**src/rtl/udp_pkg.sv**
```systemverilog
// Shared UDP/IPv4/Ethernet constants, receive FSM state type and header byte helpers.
// Used by both the receive and transmit paths.
package udp_pkg;

    localparam logic [15:0] ETH_TYPE_IP     = 16'h0800;
    localparam logic [7:0]  IP_PROTO_UDP    = 8'd17;
    localparam logic [7:0]  PREAMBLE_BYTE   = 8'h55;
    localparam logic [7:0]  SFD_BYTE        = 8'hD5;
    localparam logic [15:0] PREAMBLE_REPEAT = 16'd6;
    localparam logic [15:0] ETH_HEAD_LEN    = 16'd14;
    localparam logic [15:0] IP_HEAD_MIN     = 16'd20;
    localparam logic [15:0] UDP_HEAD_LEN    = 16'd8;

    typedef enum logic [2:0] {
        IDLE,
        PREAMBLE,
        ETH_HEAD,
        IP_HEAD,
        UDP_HEAD,
        RX_DATA,
        RX_END
    } rx_state_t;

    // Byte idx of a MAC address in wire order (byte 0 is the most significant).
    function automatic logic [7:0] mac_byte(input logic [47:0] mac, input logic [15:0] idx);
        case (idx)
            16'd0:   mac_byte = mac[47:40];
            16'd1:   mac_byte = mac[39:32];
            16'd2:   mac_byte = mac[31:24];
            16'd3:   mac_byte = mac[23:16];
            16'd4:   mac_byte = mac[15:8];
            16'd5:   mac_byte = mac[7:0];
            default: mac_byte = 8'h00;
        endcase
    endfunction

    function automatic logic [7:0] ip_byte(input logic [31:0] ip, input logic [1:0] idx);
        case (idx)
            2'd0:    ip_byte = ip[31:24];
            2'd1:    ip_byte = ip[23:16];
            2'd2:    ip_byte = ip[15:8];
            default: ip_byte = ip[7:0];
        endcase
    endfunction

endpackage

```
**src/rtl/udp_rx.sv**
```systemverilog
// GMII UDP receiver: filters on MAC/EtherType/IP/protocol and emits the payload
// as big-endian 32-bit words with a packet-done pulse on the final word.
module udp_rx
    import udp_pkg::*;
#(
    parameter logic [47:0] BOARD_MAC = 48'h00_11_22_33_44_55,
    parameter logic [31:0] BOARD_IP  = {8'd192, 8'd168, 8'd1, 8'd10}
) (
    input  logic        gmii_rx_clk,
    input  logic        rst_n,
    input  logic        gmii_rx_dv,
    input  logic [7:0]  gmii_rxd,
    output logic        rec_en,
    output logic [31:0] rec_data,
    output logic        rec_pkt_done,
    output logic [15:0] rec_byte_num
);

    rx_state_t   r_state, w_next_state;
    logic [15:0] r_cnt;
    logic [15:0] r_ip_len;
    logic [15:0] r_udp_len;
    logic [15:0] r_byte_num;
    logic        r_mac_local, r_mac_bcast;
    logic [31:0] r_word, r_rec_data;
    logic        r_rec_en, r_pkt_done;

    logic        w_strobe, w_done, w_latch_len;
    logic        w_mac_local, w_mac_bcast, w_last_pay;
    logic [15:0] w_ihl_len;
    logic [1:0]  w_lane;
    logic [4:0]  w_shift;
    logic [31:0] w_word;

    always_ff @(posedge gmii_rx_clk) begin
        if (!rst_n) r_state <= IDLE;
        else        r_state <= w_next_state;
    end

    always_comb begin
        w_next_state = r_state;
        w_strobe     = 1'b0;
        w_done       = 1'b0;
        w_latch_len  = 1'b0;
        // Running match over the six destination bytes; byte 0 restarts the match.
        w_mac_local  = (r_cnt == 16'd0 || r_mac_local) && (gmii_rxd == mac_byte(BOARD_MAC, r_cnt));
        w_mac_bcast  = (r_cnt == 16'd0 || r_mac_bcast) && (gmii_rxd == 8'hFF);
        w_ihl_len    = {10'd0, gmii_rxd[3:0], 2'b00};
        w_lane       = r_cnt[1:0];
        w_shift      = {2'd3 - w_lane, 3'b000};
        w_word       = (w_lane == 2'd0) ? {gmii_rxd, 24'd0} : (r_word | ({24'd0, gmii_rxd} << w_shift));
        w_last_pay   = (r_cnt == r_byte_num - 16'd1);

        case (r_state)
            IDLE: begin
                if (gmii_rx_dv && gmii_rxd == PREAMBLE_BYTE) w_next_state = PREAMBLE;
            end
            PREAMBLE: begin
                if (!gmii_rx_dv) w_next_state = IDLE;
                else if (r_cnt < PREAMBLE_REPEAT) begin
                    if (gmii_rxd != PREAMBLE_BYTE) w_next_state = RX_END;
                end
                else w_next_state = (gmii_rxd == SFD_BYTE) ? ETH_HEAD : RX_END;
            end
            ETH_HEAD: begin
                if (!gmii_rx_dv) w_next_state = IDLE;
                else if (r_cnt < 16'd6) begin
                    if (!w_mac_local && !w_mac_bcast) w_next_state = RX_END;
                end
                else if (r_cnt == ETH_HEAD_LEN - 16'd2 && gmii_rxd != ETH_TYPE_IP[15:8])
                    w_next_state = RX_END;
                else if (r_cnt == ETH_HEAD_LEN - 16'd1)
                    w_next_state = (gmii_rxd == ETH_TYPE_IP[7:0]) ? IP_HEAD : RX_END;
            end
            IP_HEAD: begin
                if (!gmii_rx_dv) w_next_state = IDLE;
                else if (r_cnt == 16'd0) begin
                    if (w_ihl_len < IP_HEAD_MIN) w_next_state = RX_END;
                end
                else if (r_cnt == 16'd9 && gmii_rxd != IP_PROTO_UDP)
                    w_next_state = RX_END;
                else if (r_cnt >= 16'd16 && r_cnt <= 16'd19 && gmii_rxd != ip_byte(BOARD_IP, r_cnt[1:0]))
                    w_next_state = RX_END;
                else if (r_cnt == r_ip_len - 16'd1)
                    w_next_state = UDP_HEAD;
            end
            UDP_HEAD: begin
                if (!gmii_rx_dv) w_next_state = IDLE;
                else if (r_cnt == UDP_HEAD_LEN - 16'd1) begin
                    if (r_udp_len < UDP_HEAD_LEN) w_next_state = RX_END;
                    else begin
                        w_latch_len = 1'b1;
                        if (r_udp_len == UDP_HEAD_LEN) begin
                            w_done       = 1'b1;
                            w_next_state = RX_END;
                        end
                        else w_next_state = RX_DATA;
                    end
                end
            end
            RX_DATA: begin
                if (!gmii_rx_dv) w_next_state = IDLE;
                else begin
                    if (w_lane == 2'd3 || w_last_pay) w_strobe = 1'b1;
                    if (w_last_pay) begin
                        w_done       = 1'b1;
                        w_next_state = RX_END;
                    end
                end
            end
            RX_END: begin
                if (!gmii_rx_dv) w_next_state = IDLE;
            end
            default: w_next_state = IDLE;
        endcase
    end

    always_ff @(posedge gmii_rx_clk) begin
        if (!rst_n) begin
            r_cnt       <= 16'd0;
            r_ip_len    <= 16'd0;
            r_udp_len   <= 16'd0;
            r_byte_num  <= 16'd0;
            r_mac_local <= 1'b0;
            r_mac_bcast <= 1'b0;
            r_word      <= 32'd0;
            r_rec_data  <= 32'd0;
            r_rec_en    <= 1'b0;
            r_pkt_done  <= 1'b0;
        end
        else begin
            r_rec_en   <= w_strobe;
            r_pkt_done <= w_done;
            // Each header/payload section counts its own bytes from zero.
            if (w_next_state != r_state) r_cnt <= 16'd0;
            else if (gmii_rx_dv)         r_cnt <= r_cnt + 16'd1;
            if (gmii_rx_dv && r_state == ETH_HEAD && r_cnt < 16'd6) begin
                r_mac_local <= w_mac_local;
                r_mac_bcast <= w_mac_bcast;
            end
            if (gmii_rx_dv && r_state == IP_HEAD && r_cnt == 16'd0) r_ip_len <= w_ihl_len;
            if (gmii_rx_dv && r_state == UDP_HEAD && r_cnt == 16'd4) r_udp_len[15:8] <= gmii_rxd;
            if (gmii_rx_dv && r_state == UDP_HEAD && r_cnt == 16'd5) r_udp_len[7:0]  <= gmii_rxd;
            if (w_latch_len) r_byte_num <= r_udp_len - UDP_HEAD_LEN;
            if (gmii_rx_dv && r_state == RX_DATA) r_word <= w_word;
            if (w_strobe) r_rec_data <= w_word;
        end
    end

    assign rec_en       = r_rec_en;
    assign rec_data     = r_rec_data;
    assign rec_pkt_done = r_pkt_done;
    assign rec_byte_num = r_byte_num;

endmodule

```
**config.mk**
```make
export PLATFORM = sky130hd
export DESIGN_NAME = udp_rx
export DESIGN_NICKNAME = d
export VERILOG_FILES = /design/src/rtl/udp_pkg.sv /design/src/rtl/udp_rx.sv
export SDC_FILE = /design/constraint.sdc
export NUM_CORES = 1
export LEC_CHECK = 0
export BUFFER_PORTS_ARGS = -buffer_cell sky130_fd_sc_hd__buf_2
export CORE_MARGIN = 1.5
export CORE_UTILIZATION = 54
export CTS_CLUSTER_DIAMETER = 40
export CTS_CLUSTER_SIZE = 16
export DETAILED_ROUTE_END_ITERATION = 8
export GPL_TIMING_DRIVEN = 0
export PLACE_DENSITY = 0.8
export RECOVER_POWER = 100
export SLEW_MARGIN = 20
export SYNTH_ARGS = -nofsm -noshare
export SYNTH_HDL_FRONTEND = slang
export SYNTH_SLANG_ARGS = --single-unit
export TNS_END_PERCENT = 1
```
**constraint.sdc**
```tcl
create_clock -name gmii_rx_clk -period 2.74 [get_ports gmii_rx_clk]
set_input_delay 0.411 -clock gmii_rx_clk [delete_from_list [all_inputs] [get_ports gmii_rx_clk]]
set_output_delay 0.411 -clock gmii_rx_clk [all_outputs]
set_load 0.03 [all_outputs]
```
Word level (Yosys, flattened, before mapping)
Index checks and enable logic that the tools add are counted.
- register bits: 123
- mux-type cells: 46
- equal/unequal tests: 30
- $add $sub $neg: 5
- bitwise operators: 2
- order comparisons: 5
- shifts and indexed selects: 1
- reductions and logical operators: 26
- operators with widths (operator ; number):
    $mux 3 ; 22
    $eq 16x4->1 const B ; 4
    $eq 16x3->1 const B ; 3
    $pmux 7 s5 ; 1
    $eq 16x16->1 ; 2
    $eq 16x2->1 const B ; 2
    $mux 32 ; 1
    $mux 8 ; 4
    $or 32x32->32 ; 1
    $shl 8x5->32 ; 1
    $pmux 8 s3 ; 1
    $pmux 3 s7 ; 1
    $add 16x1->16 const B ; 1
    $eq 16x1->1 const B ; 1
    $eq 8x8->1 const B ; 2
    $ge 16x5->1 const B ; 1
    $le 16x5->1 const B ; 1
    $logic_and 1x1->1 ; 16
    $logic_not 16->1 ; 1
    $lt 16x3->1 const B ; 1
    $lt 16x4->1 const B ; 1
    $sub 16x1->16 const B ; 1
    $sub 16x4->16 const B ; 1
    $mux 1 ; 13
    other kinds (24) ; 32

Longest topological paths before layout
Gate-level depths: netlist of run 1.
- depth after elaboration: 15
- mapped depth: 13

Worst setup path after synthesis of run 1
OpenSTA, ideal clock, no wires.
- path type: flip-flop to flip-flop
- start: register r_byte_num[6] (netlist: rec_byte_num[6])
- end: register r_cnt[10]
- slack: -309 ps
- data arrival time: 2927 ps
- data required time: 2617 ps
- stages on the path, launching flop included: 11
- setup time: 123 ps
- cells stage by stage: dfxtp_1 > buf_2 > or4_1 > or3_1 > or3_1 > mux2i_1 > o21a_1 > nand3_1 > a21oi_1 > buf_2 > nor3_2
- word-level cells in the longest chain between the ends: 7
- ends and longest elaborated chain (what ; RTL line ; RTL):
    from (decl) ; udp_rx.sv:23 ; logic [15:0] r_byte_num;
    from (signal assigned) ; udp_rx.sv:144 ; if (w_latch_len) r_byte_num <= r_udp_len - UDP_HEAD_LEN;
    $sub 16x1->16 ; udp_rx.sv:52 ; w_last_pay = (r_cnt == r_byte_num - 16'd1);
    $eq 16x16->1 ; udp_rx.sv:52 ;
    $mux 3 ; udp_rx.sv:105 ; if (w_last_pay) begin
    $mux 3 ; udp_rx.sv:102 ; if (!gmii_rx_dv) w_next_state = IDLE;
    $pmux 3 s7 ; udp_rx.sv:54 ; case (r_state)
    $ne 3x3->1 ; udp_rx.sv:135 ; if (w_next_state != r_state) r_cnt <= 16'd0;
    $reduce_or 2->1 (no line) ; n/a ;
    to (signal assigned) ; udp_rx.sv:136 ; else if (gmii_rx_dv) r_cnt <= r_cnt + 16'd1;
    to (decl) ; udp_rx.sv:20 ; logic [15:0] r_cnt;
Every way passes these cells.
A chain may end at the register's enable or synchronous reset.

Final worst setup path of run 1
- start: register r_cnt[13]
- end: register r_cnt[1]
- word-level cells in the longest chain between the ends: 12
- ends and longest elaborated chain (what ; RTL line ; RTL):
    $eq 16x3->1, or another cell as far along ; udp_pkg.sv:26 ; case (idx)
    $pmux 7 s5 ; udp_pkg.sv:26 ;
    $eq 8x8->1 ; udp_rx.sv:46 ; w_mac_local = (r_cnt == 16'd0 || r_mac_local) && (gmii_rxd == mac_byte(BOARD_MAC, r_cnt));
    $logic_and 1x1->1 ; udp_rx.sv:46 ;
    $logic_not 1->1 ; udp_rx.sv:68 ; if (!w_mac_local && !w_mac_bcast) w_next_state = RX_END;
    $logic_and 1x1->1 ; udp_rx.sv:68 ;
    $mux 3 ; udp_rx.sv:68 ;
    $mux 3 ; udp_rx.sv:67 ; else if (r_cnt < 16'd6) begin
    $mux 3 ; udp_rx.sv:66 ; if (!gmii_rx_dv) w_next_state = IDLE;
    $pmux 3 s7 (*) ; udp_rx.sv:54 ;
    $ne 3x3->1 (*) ; udp_rx.sv:135 ;
    $reduce_or 2->1 (no line) (*) ; n/a ;
Mark *: on every way between the ends. The rest lies on a longest branch, timed or not.

==> results of run 1 <==
cell usage after synthesis (all sizes together), types with 5 or more instances:
library cell / number / area, µm²
o21a: 5 / 37.5
a31oi: 5 / 31.3
and2: 5 / 31.3
o21ai: 39 / 195
nor4: 14 / 93.8
nand4: 33 / 206
or3: 7 / 43.8
nor2: 62 / 233
or4: 10 / 78.8
and3: 7 / 43.8
nor3: 34 / 225
o211a: 29 / 290
xor2: 16 / 140
nand3: 26 / 130
a21oi: 57 / 289
inv: 17 / 63.8
dfxtp: 123 / 2460
clkbuf: 54 / 205
mux2i: 21 / 210
xnor2: 30 / 263
buf: 15 / 80.1
ha: 9 / 113
a21boi: 24 / 180
nand2: 120 / 450
nor2b: 37 / 231
routing by layer:
metal,part of all wire [%],routed length [µm]
met4,2.6,514
met5,0,0
met3,7.7,1550
met2,47,9350
met1,43,8640
kinds of logic after synthesis:
logic type / after synthesis / share of synthesized area [%]
DFF: 123 / 36.0
buffers and inverters: 86 / 5.10
AOI/OAI and AO/OA: 188 / 18.9
muxes: 21 / 3.07
adders and majority gates: 9 / 1.64
xor gates and xnor gates: 46 / 5.88
and+or+nand+nor: 385 / 29.4
per-stage QoR:
stage               worst slack, ps  setup TNS, ps  util (%)  instance area, µm²
floorplan                     -40.5          -1330         -                6920
global placement               -609         -34420      60.8                7420
detailed placement             -687         -38220      60.8                7420
CTS                            -253          -9440      68.8                8400
global route                   -361         -15570      68.7                8390
finish                         -307         -10880      68.7                8390
cell usage in the layout, fill, tap and decap left out, drive strengths merged, types with 10 or more instances in the layout:
| master | synthesis | final |
|---|---|---|
| xnor2 | 30 | 30 |
| a21oi | 57 | 57 |
| inv | 17 | 19 |
| a21boi | 24 | 24 |
| dfxtp | 123 | 123 |
| or4 | 10 | 10 |
| nand4 | 33 | 33 |
| xor2 | 16 | 16 |
| buf | 15 | 38 |
| o211a | 29 | 29 |
| nor2 | 62 | 62 |
| nor3 | 34 | 34 |
| clkbuf | 54 | 122 |
| nand3 | 26 | 26 |
| nor4 | 14 | 14 |
| nand2 | 120 | 120 |
| mux2i | 21 | 21 |
| nor2b | 37 | 37 |
| o21ai | 39 | 39 |
path summary, 6_finish.rpt:
path / depth (start not counted) / end / slack, ps / startpoint
worst min-delay path: 2 / rec_data[7]$_SDFFE_PN0P_ / 450 / rec_data[7]$_SDFFE_PN0P_
worst max-delay path: 9 / r_cnt[1]$_SDFFE_PP0P_ / -310 / r_cnt[13]$_SDFFE_PP0P_
worst min register to register: 2 / rec_data[7]$_SDFFE_PN0P_ / 450 / rec_data[7]$_SDFFE_PN0P_
worst max register to register: 9 / r_cnt[1]$_SDFFE_PP0P_ / -310 / r_cnt[13]$_SDFFE_PP0P_
sequential cells by signal, indices dropped and copies added (netlist names):
register and cells:
rec_pkt_done 1, r_state 3, r_udp_len 16, r_mac_local 1
r_cnt 16, rec_byte_num 16, r_mac_bcast 1, r_word 32
rec_en 1, r_ip_len 4, rec_data 32
critical path, cell delays in order, from the launching register on:
cell and delay (ps):
dfxtp_2 370, or4_4 550, or3_4 450, nor4_4 280, o22ai_2 130, o311a_1 420, a211oi_4 230, o211ai_4 180
buf_6 180, nor3_2 160
final cells by class:
type / instances / area (µm²) / area share (%)
flip-flops and latches: 123 / 2470 / 29.5
inverters: 17 / 63.8 / 0.760
well taps: 168 / 210 / 2.50
clock buffers: 19 / 453 / 5.40
clock inverters: 12 / 140 / 1.67
repair buffers: 77 / 419 / 4.99
plain buffers: 64 / 369 / 4.40
multi-input cells: 649 / 4260 / 50.8
what timing repair did:
| item | in CTS | in global routing |
|---|---|---|
| setup buffers | 14 | 1 |
| pin swaps | 28 | 6 |
| cloned | 3 | 0 |
| setup endpoints to repair | 91 | 94 |
| resized for setup | 86 | 22 |
power groups by stage:
stage	clock [mW]	combinational [mW]	sequential [mW]
5_1_grt	2.34	0.329	1.80
4_1_cts	2.26	0.296	1.80
3_5_place_dp	0	0.275	1.83
3_3_place_gp	0	0.273	1.83
2_1_floorplan	0	0.189	1.83
6_report	2.24	0.308	1.80
==> reports/metrics.cfg, run 1 <==
[clocking]
cts.htree.levels = 4
cts_tree = done
insertion_delay_ps = 430
clk_pin_slew_ps = 60
clockBufferDepth = 2
cts_buffers = 17
holdBufCountCts = 0
cts_sinks = 123
cts_root_buf = clkbuf_16

[worst_setup_path]
criticalPathCategory = flop to flop
critical_path_arrival_ps = 3400
critPathMaxFanout = 7
required_ps = 3090
crit_path_end_kind = flop
worst_setup_path_start_kind = flop

[timing]
holdWs_ps = 450
finalHoldViolCount = 0
setup_viol = 62
rsz0062_at_grt = true
timing.fmax_mhz = 328
worst_slew_pin_slew_ps = 838
min_period_ps = 3050
drv_slew = 0
worst_slack_ps = -307
finalClockSkew_ps = 8.91
max_slew_margin_pct = 44.2
fin_crit_sh_pct = 111

[run_status]
violations = negative setup slack
status = finished, violations left

[grt]
globalRoute.busiestLayer = met2
grt_use_total_pct = 30.7
grt_use_met1_pct = 39.2
grt_pass1_wl_um = 31900
grt_util_met3_pct = 7.11
grt_max_degree = 17
antenna_found_initial = 0
grt-ovfl-total = 0
grt_pass1_vias = 6208
met2_usage_pct = 50.1

[die]
die_area_um2 = 13400
start_util_pct = 56.1
die_w_um = 116
io_pins = 61
core_area_um2 = 12200
rows = 40
die-height_um = 116

[pwr]
p_total_mw = 4.34
leakagePower_nw = 3.40
power_frac_clock_pct = 51.6
pwr-share-seq_pct = 41.4
vdd_ir_drop_max_v = 0.000464
p_sw_share_pct = 24.6
p_per_area_nw_per_um2 = 517
cellInternalPower_mw = 3.27
p_sw_mw = 1.07
p_comb_share_pct = 7.1

[drt]
wl_per_cell_um = 17.8
final_antenna_net_count = 0
wl_um = 20100
drt_first_iter_violations = 621
remaining_drc_errors = 0
vias_per_cell = 6.07
first_pass_iters = 5
vias = 6854

[synthesis]
dominantRegCellSynth = dfxtp_1
syn_area_per_cell_um2 = 7.98
synthCells = 858
yosysWarnings = 0
syn_nets = 878
synth_edf_count = 0
seq_area_frac_synth_pct = 36.0
synth_cell_types = 64
synthArstFlopShare_pct = 0
synth_area_um2 = 6850
ys_seq_elements = 123

[layout]
instances_no_fill = 1129
insertedDiodeCount = 0
fillerInstances = 1023
finalNetCount = 969
syn2layout_area_growth_pct = 22.5
drive_above_1_share_pct = 14.7

[placement]
dpl.cell_count = 1085
portBuffers = 59
gp_congestion = 1.01
hpwl_um = 13400

[flow_run]
maxCapViolCount = 0

[hold_path]
min_path_type = flop to flop

Power figures use the tool's default switching activity.
==> inputs of run 2 (changes only) <==
- GPL_TIMING_DRIVEN: 0 -> default
==> reports/metrics.cfg, run 2 (same netlist as run 1, synthesis figures left out) <==
[pwr]
leakagePower_nw = 3.57
vdd_ir_drop_max_v = 0.000379
p_per_area_nw_per_um2 = 521
p_total_mw = 4.47

[drt]
final_antenna_net_count = 0
drt_first_iter_violations = 628
wl_per_cell_um = 17.3
remaining_drc_errors = 0
vias_per_cell = 5.99
first_pass_iters = 7
vias = 6814
wl_um = 19600

[clocking]
cts_buffers = 17
insertion_delay_ps = 420
cts_tree = done
cts_root_buf = clkbuf_16
clockBufferDepth = 2
clk_pin_slew_ps = 60
cts.htree.levels = 4
cts_sinks = 123

[placement]
dp_slack_ps = -177
hpwl_um = 12700
gp_congestion = 1.00
portBuffers = 60
dpl.cell_count = 1101

[layout]
drive_above_1_share_pct = 19.4
insertedDiodeCount = 0
finalNetCount = 976
instances_no_fill = 1137
mostFrequentLayoutCell = dfxtp_1
syn2layout_area_growth_pct = 25.3
layout_common_cells = dfxtp_1, nand2_1, buf_4
final_util_pct = 70.3

[timing]
finalHoldViolCount = 0
setup_viol = 46
worst_slack_ps = -207
worst_slew_pin_slew_ps = 1080
rsz0062_at_grt = true
min_period_ps = 2950
finalClockSkew_ps = 6.80
drv_slew = 0
fin_crit_sh_pct = 108
max_slew_margin_pct = 28.1
timing.fmax_mhz = 339
fin_setup_tns_ps = -2850

[die]
io_pins = 61
die-height_um = 116
die_w_um = 116
start_util_pct = 56.1
rows = 40
core_area_um2 = 12200
die_area_um2 = 13400

[worst_setup_path]
critical_path_arrival_ps = 3280
crit_path_end_kind = flop
required_ps = 3080
criticalPathCategory = flop to flop
worst_setup_path_start_kind = flop
critPathMaxFanout = 5

[hold_path]
min_path_type = input pin to flop

[grt]
grt-ovfl-total = 0
grt_max_degree = 95
grt_use_total_pct = 29.5
grt_pass1_wl_um = 30900
antenna_found_initial = 0
grt_pass1_vias = 6204

[flow_run]
maxCapViolCount = 0

[run_status]
status = finished, violations left
violations = negative setup slack

## run 2: cell count changes in the layout (fill, tap and decap cells not counted), sizes merged
| cell | change |
|---|---|
| buf | +57 |
| clkbuf | -50 |
| clkinvlp | -2 |
| bufinv | +1 |
| inv | +1 |
| o211ai | +1 |
## run 2: final timing paths
path                                                start                   endpoint  slack, ps  cells past startpoint
worst min register to register  rec_data[10]$_SDFFE_PN0P_  rec_data[10]$_SDFFE_PN0P_        450                      2
worst max-delay path               r_cnt[11]$_SDFFE_PP0P_      r_cnt[5]$_SDFFE_PP0P_       -210                     11
worst min-delay path                          gmii_rxd[4]  r_udp_len[4]$_SDFFE_PN0P_        410                      3
worst max register to register     r_cnt[11]$_SDFFE_PP0P_      r_cnt[5]$_SDFFE_PP0P_       -210                     11
## run 2: power by group
group	switching, mW	internal, mW	total [mW]
combinational	0.203	0.110	0.313
sequential	0.00343	1.79	1.79
clock	0.850	1.52	2.37
## run 2: through the flow
step,cell area (µm²),hold WS (ps)
finish,8580,414
global route,8580,409
CTS,8520,399
detailed placement,7810,449
global placement,7810,445
floorplan,6920,443
## run 2: worst max-delay path: stages, from the launching register on
cell	delay [ps]
dfxtp_1	310
or4_4	560
buf_4	170
nor3_2	230
buf_4	180
and4_1	190
o22ai_1	90
o311a_1	360
a211oi_4	270
o211ai_4	180
buf_4	180
nor3_2	140
## run 2: final cells by class
| type | instances | area (µm²) |
|---|---|---|
| Clock buffer | 20 | 468 |
| Sequential cell | 123 | 2470 |
| Fill cell | 982 | 3630 |
| Clock inverter | 12 | 160 |
| Inverter | 17 | 63.8 |
| Multi-Input combinational cell | 650 | 4230 |
| Tap cell | 168 | 210 |
| Timing Repair Buffer | 147 | 981 |
## run 2: per-layer routing
metal	up-vias	global-route usage [%]	routed length, µm
li1	3236	-	-
met1	3250	38.7	8600
met2	282	47.6	9330
met3	46	5.96	1260
met4	0	12.3	454
met5	-	0	0
## run 2: repair_timing
action | 4_1_cts | 5_1_grt
gates resized for setup | 32 | 29
pin swaps | 7 | 5
setup endpoints to repair | 57 | 66
setup buffers | 2 | 1
cloned | 1 | 0
hold buffers | 0 | 0
